--- src/rtl/i2s_pkg.sv ---
// Shared definitions for the I2S duplex port: alignment presets, channel
// encoding and the slot-window helper used by both TX and RX paths.
`ifndef GRAY
`define GRAY(x) ((x) ^ ((x) >> 1))
`endif

package i2s_pkg;
  localparam logic [4:0] ALIGN_LEFT = 5'd0;
  localparam logic [4:0] ALIGN_I2S  = 5'd1;

  typedef enum logic {
    CH_L = 1'b0,
    CH_R = 1'b1
  } ch_e;

  // True while a bit counter sits inside the data window of a slot.
  function automatic logic in_slot(input int cnt, input int lo, input int dw);
    return (cnt >= lo) && (cnt < lo + dw);
  endfunction
endpackage

--- src/rtl/i2s_edge_det.sv ---
// Edge strobes for one already-synchronised pin: compares the current sample
// against the previous clk's sample.
module i2s_edge_det (
  input  logic clk_i,
  input  logic pin_i,
  output logic rise_o,
  output logic fall_o,
  output logic change_o
);
  logic prev_q;

  // Tracks the pin even during reset so no false edge appears on release.
  always_ff @(posedge clk_i) begin
    prev_q <= pin_i;
  end

  assign rise_o   = pin_i & ~prev_q;
  assign fall_o   = ~pin_i & prev_q;
  assign change_o = pin_i ^ prev_q;
endmodule

--- src/rtl/i2s_stereo_duplex.sv ---
// Full-duplex stereo I2S slave: one-frame TX buffer with underrun reporting,
// RX capture with short-slot detection, programmable MSB offset.
module i2s_stereo_duplex
  import i2s_pkg::*;
#(
  parameter int DW = 16,
  parameter int CW = 6
) (
  input  logic                 clk,
  input  logic                 rst,
  input  logic                 enable,
  input  logic                 bclk,
  input  logic                 lrclk,
  input  logic                 rx,
  output logic                 tx,
  input  logic [4:0]           align,
  input  logic signed [DW-1:0] tx_l,
  input  logic signed [DW-1:0] tx_r,
  input  logic                 tx_valid,
  output logic                 tx_ready,
  output logic signed [DW-1:0] rx_l,
  output logic signed [DW-1:0] rx_r,
  output logic                 rx_valid,
  output logic                 tx_underrun,
  output logic                 rx_err
);
  logic bclk_01, bclk_10, bclk_chg;
  logic lr_01, lr_10, lr_x;

  i2s_edge_det u_bclk_edge (
    .clk_i(clk), .pin_i(bclk), .rise_o(bclk_01), .fall_o(bclk_10), .change_o(bclk_chg)
  );
  i2s_edge_det u_lr_edge (
    .clk_i(clk), .pin_i(lrclk), .rise_o(lr_01), .fall_o(lr_10), .change_o(lr_x)
  );

  logic                 synced_q, synced_d;
  ch_e                  ch_q, ch_d;
  logic [CW-1:0]        fcnt_q, fcnt_d, rcnt_q, rcnt_d;
  logic signed [DW-1:0] sreg_q, sreg_d, rsh_q, rsh_d;
  logic signed [DW-1:0] act_l_q, act_l_d, act_r_q, act_r_d;
  logic signed [DW-1:0] pend_l_q, pend_l_d, pend_r_q, pend_r_d;
  logic                 pend_full_q, pend_full_d, l_done_q, l_done_d;
  logic signed [DW-1:0] rx_l_q, rx_l_d, rx_r_q, rx_r_d;
  logic                 rx_valid_q, rx_valid_d, tx_underrun_q, tx_underrun_d;
  logic                 rx_err_q, rx_err_d;

  always_comb begin
    synced_d      = synced_q;
    ch_d          = ch_q;
    fcnt_d        = fcnt_q;
    rcnt_d        = rcnt_q;
    sreg_d        = sreg_q;
    rsh_d         = rsh_q;
    act_l_d       = act_l_q;
    act_r_d       = act_r_q;
    pend_l_d      = pend_l_q;
    pend_r_d      = pend_r_q;
    pend_full_d   = pend_full_q;
    l_done_d      = l_done_q;
    rx_l_d        = rx_l_q;
    rx_r_d        = rx_r_q;
    rx_valid_d    = 1'b0;
    tx_underrun_d = 1'b0;
    rx_err_d      = 1'b0;

    // A slot boundary wins over any coincident bclk edge.
    if (lr_x) begin
      synced_d = 1'b1;
      ch_d     = lr_01 ? CH_R : CH_L;
      fcnt_d   = '0;
      rcnt_d   = '0;
      rsh_d    = '0;
      if (synced_q && (int'(rcnt_q) < int'(align) + DW)) rx_err_d = 1'b1;
      if (lr_10) begin
        l_done_d = 1'b0;
        if (pend_full_q) begin
          act_l_d     = pend_l_q;
          act_r_d     = pend_r_q;
          pend_full_d = 1'b0;
          sreg_d      = pend_l_q;
        end else begin
          act_l_d       = '0;
          act_r_d       = '0;
          sreg_d        = '0;
          tx_underrun_d = synced_q;
        end
      end else begin
        sreg_d = act_r_q;
      end
    end else if (synced_q && bclk_chg) begin
      if (bclk_10) begin
        if (in_slot(int'(fcnt_q), int'(align), DW)) sreg_d = sreg_q << 1;
        if (fcnt_q != '1) fcnt_d = fcnt_q + 1'b1;
      end
      if (bclk_01) begin
        if (in_slot(int'(rcnt_q), int'(align), DW)) rsh_d = {rsh_q[DW-2:0], rx};
        if (int'(rcnt_q) == int'(align) + DW - 1) begin
          if (ch_q == CH_L) begin
            rx_l_d   = rsh_d;
            l_done_d = 1'b1;
          end else begin
            rx_r_d     = rsh_d;
            rx_valid_d = l_done_q;
          end
        end
        if (rcnt_q != '1) rcnt_d = rcnt_q + 1'b1;
      end
    end

    // Evaluated after the slot load so a same-cycle offer refills pending.
    if (tx_valid && tx_ready) begin
      pend_l_d    = tx_l;
      pend_r_d    = tx_r;
      pend_full_d = 1'b1;
    end
  end

  always_ff @(posedge clk) begin
    if (rst || !enable) begin
      synced_q      <= 1'b0;
      ch_q          <= CH_L;
      fcnt_q        <= '0;
      rcnt_q        <= '0;
      sreg_q        <= '0;
      rsh_q         <= '0;
      act_l_q       <= '0;
      act_r_q       <= '0;
      pend_l_q      <= '0;
      pend_r_q      <= '0;
      pend_full_q   <= 1'b0;
      l_done_q      <= 1'b0;
      rx_l_q        <= '0;
      rx_r_q        <= '0;
      rx_valid_q    <= 1'b0;
      tx_underrun_q <= 1'b0;
      rx_err_q      <= 1'b0;
    end else begin
      synced_q      <= synced_d;
      ch_q          <= ch_d;
      fcnt_q        <= fcnt_d;
      rcnt_q        <= rcnt_d;
      sreg_q        <= sreg_d;
      rsh_q         <= rsh_d;
      act_l_q       <= act_l_d;
      act_r_q       <= act_r_d;
      pend_l_q      <= pend_l_d;
      pend_r_q      <= pend_r_d;
      pend_full_q   <= pend_full_d;
      l_done_q      <= l_done_d;
      rx_l_q        <= rx_l_d;
      rx_r_q        <= rx_r_d;
      rx_valid_q    <= rx_valid_d;
      tx_underrun_q <= tx_underrun_d;
      rx_err_q      <= rx_err_d;
    end
  end

  assign tx          = (synced_q && in_slot(int'(fcnt_q), int'(align), DW)) ? sreg_q[DW-1] : 1'b0;
  assign tx_ready    = ~pend_full_q;
  assign rx_l        = rx_l_q;
  assign rx_r        = rx_r_q;
  assign rx_valid    = rx_valid_q;
  assign tx_underrun = tx_underrun_q;
  assign rx_err      = rx_err_q;
endmodule

--- config.mk ---
export PLATFORM = sky130hd
export DESIGN_NAME = i2s_stereo_duplex
export DESIGN_NICKNAME = d
export VERILOG_FILES = /design/src/rtl/i2s_pkg.sv /design/src/rtl/i2s_edge_det.sv /design/src/rtl/i2s_stereo_duplex.sv
export SDC_FILE = /design/constraint.sdc
export NUM_CORES = 1
export LEC_CHECK = 0
export ABC_AREA = 0
export CAP_MARGIN = 20
export CORE_MARGIN = 1
export CORE_UTILIZATION = 55
export DETAILED_ROUTE_END_ITERATION = 8
export GPL_TIMING_DRIVEN = 0
export PLACE_DENSITY = 0.84
export SYNTH_ARGS = -nofsm -noshare
export SYNTH_HDL_FRONTEND = slang
export SYNTH_SLANG_ARGS = --single-unit
--- constraint.sdc ---
create_clock -name clk -period 6 [get_ports clk]
set_input_delay 1.8 -clock clk [delete_from_list [all_inputs] [get_ports clk]]
set_output_delay 1.8 -clock clk [all_outputs]
set_load 0.005 [all_outputs]
# Yosys cells after proc, flatten, opt, wreduce, memory -nomap -nowiden

Cells that the tools add are included.

Flip-flop bits (word level): 133
Output and inout bits: 37

Bitwise gates (word level): 17
Equal/unequal tests: 5
Mux-type cells: 19
Add/subtract/negate cells: 4
Reductions and logical operators: 28
$lt $le $gt $ge: 4

Operators with widths:

| kind                    | count |
|---|---|
| $mux W16                | 8 |
| $eq A7 B32 Y1           | 1 |
| $lt A7 B32 Y1           | 1 |
| $sub A32 B2 Y32 const B | 1 |
| $reduce_and A5 Y1       | 3 |
| $reduce_bool A2 Y1      | 7 |
| $add A6 B1 Y6 const B   | 2 |
| $ge A6 B5 Y1            | 2 |
| $ne A6 B6 Y1 const B    | 2 |
| $mux W1                 | 11 |
| $not A1 Y1              | 11 |
| $reduce_and A3 Y1       | 3 |
| $add A5 B5 Y6 const B   | 1 |
| $logic_and A1 B1 Y1     | 6 |
| $lt A6 B6 Y1            | 1 |
| $reduce_and A2 Y1       | 3 |
| $reduce_or A6 Y1        | 1 |
| $and A1 B1 Y1           | 4 |
| $ne A2 B2 Y1 const B    | 2 |
| $reduce_or A2 Y1        | 2 |
| $reduce_or A4 Y1        | 1 |
| $xor A1 B1 Y1           | 2 |
| $logic_not A1 Y1        | 1 |
| $logic_or A1 B1 Y1      | 1 |

# Logic depth before layout (Yosys ltp)

Depth in word-level cells: 7
Depth in mapped cells: 10

# Cells and area by module

Synthesis repeated with hierarchy kept, for this count alone.

Cells, all modules: 667
Area, all modules: 5,738.0 µm²

Modules (own cells, without submodules):

| module            | area an instance (µm²) | cells an instance | sequential area each (µm²) | instances |
|---|---|---|---|---|
| i2s_stereo_duplex | 5,625.4                | 655               | 2,622.5                    | 1 |
| i2s_edge_det      | 56.3                   | 6                 | 20.0                       | 2 |

# Worst setup path before layout

OpenSTA, ideal clock, no wires.

Path type: input to output
From: input port align[3]
To: output port tx
Arrival time: 2,898 ps
Path buffers: 0
Stages on the path: 6
Path slack: 1,302 ps
Cell sequence: inv_1 ha_1 and4_1 nor3_1 a311o_1 nor3_1

Word-level cells in the longest chain between the ends: 5

RTL lines:

| what                    | RTL line                 | RTL |
|---|---|---|
| start: declaration      | i2s_stereo_duplex.sv:16  | `input logic [4:0] align,` |
| $add A5 B5 Y6           | i2s_pkg.sv:18            | `return (cnt >= lo) && (cnt < lo + dw);` |
| $lt A6 B6 Y1            | i2s_pkg.sv:18            |  |
| $logic_and A1 B1 Y1 (*) | i2s_pkg.sv:18            |  |
| $logic_and A1 B1 Y1 (*) | i2s_stereo_duplex.sv:159 | `assign tx = (synced_q && in_slot(int'(fcnt_q), int'(align), DW)) ? sreg_q[DW-1] : 1'b0;` |
| $mux W1 (*)             | i2s_stereo_duplex.sv:159 |  |
| end: declaration        | i2s_stereo_duplex.sv:15  | `output logic tx,` |

Mark *: on every way between the ends. The rest lies on a longest branch, timed or not.

# Worst setup path after layout

From: input port align[2]
To: output port tx

Same word-level chain as after synthesis.

==> qor.csv <==
stage,metric,value,unit
run_status,status,finished clean,
worst_setup_path,Worst Setup End Kind,output port,
global_routing,antenna violations before repair,0,
routing,violation count after the first detailed-routing iteration,382,
worst_setup_path,Slowest cell on crit path,sky130_fd_sc_hd__clkdlybuf4s50_1,
routing,vias after detailed routing,5220,
clock_network,"Clk pin slew, worst setup/hold paths",0.06,ns
timing,worst-case hold slack,0.461,ns
global_routing,wire length of the first global-routing pass,24800,um
finish,share of cells above drive strength 1,5.49,%
worst_setup_path,number of cells on the worst reg-to-reg path,7,
worst_setup_path,startpoint of the lowest-slack register-to-register path,rcnt_q[4],
synth,number of distinct standard cells referenced by the synthesized netlist,37,
synth,cell count after synthesis,671,
routing,DRC violations left,0,
power_and_ir_drop,cell-internal power,0.00160,W
placed_design,port buffer count,80,
timing,Worst Skew,0.0130,ns
timing,Rel. slew slack,60.0,%
worst_setup_path,worst setup path startpoint,align[2],
floorplanning,Die X-Extent,104,um
worst_setup_path,critical path launch point type,input port,
timing,final number of hold-violating endpoints,0,
finish,NumNets Final,837,
power_and_ir_drop,net load switching power,0.000510,W
worst_setup_path,CP Data Arrival Time,4.08,ns
worst_setup_path,required time of the critical path,4.20,ns
synth,flip-flop and latch count after synthesis,133,
timing,crit share post-route,98.0,%
worst_setup_path,category of the critical setup timing path,in -> out,
timing,Slew Limit Fails,0,
hold_path,Min-Delay Endpoint,pend_r_q[2],
routing,routed length per placed instance,16.3,um
power_and_ir_drop,combinational share of power,6.4,%
power_and_ir_drop,Switching Fraction,24.2,%
synth,Yosys warning count,0,
timing,setup repair after global routing missed its margin,no,
timing,Final Critical Period,5.88,ns
power_and_ir_drop,"Power, Total",0.00211,W
routing,length of the first detailed-routing pass in iterations,5,
floorplanning,effective utilization at floorplan,57.6,%
power_and_ir_drop,Power per Cell Area,288,nW/um^2
floorplanning,num rows,36,
worst_setup_path,worst stage delay on the critical path,0.55,ns
timing,endpoints failing setup,0,
placed_design,Final Wtd Congestion,0.889,
clock_network,clock tree from TritonCTS,built,
finish,area grow syn2layout,27.5,%
floorplanning,total core area,9950,sq um
worst_setup_path,number of buffer and inverter instances along the worst setup path,3,
worst_setup_path,family with the most delay on the worst path,buffers and inverters,
synth,Post-Synthesis Cell Area,5730,sq um
synth,library cell with the largest summed area after synthesis,sky130_fd_sc_hd__dfxtp_1,
global_routing,maximum number of pins on one net before global-route repair,17,
worst_setup_path,largest fanout of any net on the critical path,5,
clock_network,post-CTS setup repair buffer count,0,
routing,WL final,14900,um
routing,via count normalized by instance count,5.70,
worst_setup_path,"Critical Path, Cell by Cell",clkdlybuf4s50_1 > inv_1 > ha_1 > and4_1 > nor3_1 > a311o_1 > nor3_1 > clkdlybuf4s50_1,
finish,"most common cell after layout, fill and taps aside",sky130_fd_sc_hd__dfxtp_1,
global_routing,vias in the first global route,5232,
global_routing,global-route total usage across every layer,28.7,%
clock_network,TritonCTS Buffers,17,
power_and_ir_drop,share of total power in sequential cells,43.0,%
finish,number of inserted filler cells in the final layout,673,
synth,nets in the synthesized netlist,738,
synth,Mapped Avg Cell Area,8.54,sq um
floorplanning,number of I/O pins,81,
clock_network,root buffer cell,sky130_fd_sc_hd__clkbuf_8,
finish,diodes inserted,0,
timing,post-route setup TNS,0,ns
clock_network,H-Tree Level Count,4,
global_routing,final global-route overflow total,0,
timing,transition time at the pin with the least slew margin,0.600,ns
clock_network,clk_lat worst skew,0.53,ns
power_and_ir_drop,peak supply drop,0.186,mV
power_and_ir_drop,part of the total power dissipated in the clock network,50.7,%
routing,number of routed nets with antenna violations,0,
clock_network,number of buffers inserted by hold repair at cts,0,
clock_network,number of buffers on the longest clock path,2,
synth,Synth top area share,46.4,%
finish,"commonest cells after routing, fill and taps aside","sky130_fd_sc_hd__dfxtp_1, sky130_fd_sc_hd__a21oi_1, sky130_fd_sc_hd__nand2_1",
hold_path,hold path cells,2,
worst_setup_path,Critical R2R Capture,rx_r[3],
hold_path,Hold Path Class,reg -> reg,
power_and_ir_drop,static leakage power,2.77,nW
job,count of maximum capacitance violations,0,
clock_network,number of sinks driven by the clock tree,133,
placed_design,hpwl dp,10400,um
timing,highest achievable clock rate,0.170,GHz
synth,sequential element share of the synthesized area,46.4,%
hold_path,source of the worst hold timing path,pend_r_q[2],
floorplanning,die height,104,um
floorplanning,Die ar.,10800,sq um
worst_setup_path,R2R Setup Slk,3.35,ns
synth,dominant cells by area after synthesis,"sky130_fd_sc_hd__dfxtp_1, sky130_fd_sc_hd__a21oi_1, sky130_fd_sc_hd__mux2i_1",
registers in the layout, indices dropped and copies added (netlist names), 6 cells and up:
name / cells
act_r_q: 16
fcnt_q: 6
pend_l_q: 16
pend_r_q: 16
rcnt_q: 6
rsh_q: 16
rx_l: 16
rx_r: 16
sreg_q: 16
power by group through the flow:
stage	combinational [W]	sequential [W]	clock, W
after floorplan	0.0000745	0.000922	0
after global placement	0.000125	0.000924	0
after detailed placement	0.000130	0.000925	0
after CTS	0.000133	0.000906	0.00107
after global routing	0.000148	0.000907	0.00110
final	0.000134	0.000906	0.00107
per-layer routing:
metal	vias up	routed length, um	track usage, %
li1	2485	-	-
met1	2488	6390	35.1
met2	208	7280	47.9
met3	39	873	7.08
met4	0	361	12.6
met5	-	0	0
cell type report:
class                      instances  area, sq um  area share [%]
tap                              133          166            2.28
timing repair buffer              80          803            11.0
buffer                            45          209            2.86
clock buffer                      17          414            5.66
sequential                       133         2660            36.4
multi-input combinational        477         2800            38.3
inverter                          16         60.1           0.821
clock inverter                    15          195            2.67
kinds of logic after synthesis:
| kind of cell | count (synthesis) | share of synthesized area [%] |
|---|---|---|
| xor+xnor | 15 | 2.29 |
| compound gates | 181 | 16.6 |
| simple gates | 209 | 16.4 |
| mux | 49 | 8.56 |
| buf+inv | 61 | 4.69 |
| fa+ha+maj | 23 | 5.02 |
| flops | 133 | 46.4 |
cells in the mapped netlist, drive strengths merged:
library cell / instances
a211oi: 1
a21oi: 119
a311o: 1
a31oi: 5
and2: 1
and3: 3
and4: 1
buf: 6
clkbuf: 39
dfxtp: 133
ha: 23
inv: 16
mux2i: 49
nand2: 93
nand2b: 7
nand3: 2
nand3b: 2
nand4: 5
nor2: 63
nor2b: 18
nor3: 5
nor3b: 1
nor4: 3
nor4b: 1
o211a: 1
o211ai: 2
o21ai: 51
o221a: 1
or3: 3
or3b: 1
xnor2: 4
xor2: 11
through the flow:
step                      cells  utilization, %  worst slack [ns]  cell area [sq um]
after floorplan             671               -              1.30               5730
after global placement      884            67.3             0.162               6700
after detailed placement    884            67.3             0.109               6700
after CTS                   916            73.4             0.107               7310
after global routing        916            73.5           0.00485               7310
final                       916            73.5             0.121               7310
worst max-delay path by stage:
stage / to / slack [ns] / cells after the start
after floorplan: tx / 1.30 / 6
after detailed placement: tx / 0.11 / 8
after global routing: tx / 0.005 / 8
final: tx / 0.12 / 8
after global placement: tx / 0.16 / 8
after CTS: tx / 0.11 / 8
worst register-to-register path, delay by kind of cell (launching register included):
family	cells	cell delay, ns
AO/OA/AOI/OAI	3	0.76
flip-flops	1	0.39
multiplexers	1	0.34
buffers and inverters	1	0.26
AND/OR/NAND/NOR	1	0.44
adder cells (fa/ha/maj)	1	0.33
repair_timing:
| item | in CTS | in global routing |
|---|---|---|
| gates resized for setup | 0 | 1 |
| setup endpoints to repair | 0 | 1 |
| hold endpoints to repair | 0 | 0 |
Power figures use the tool's default switching activity.
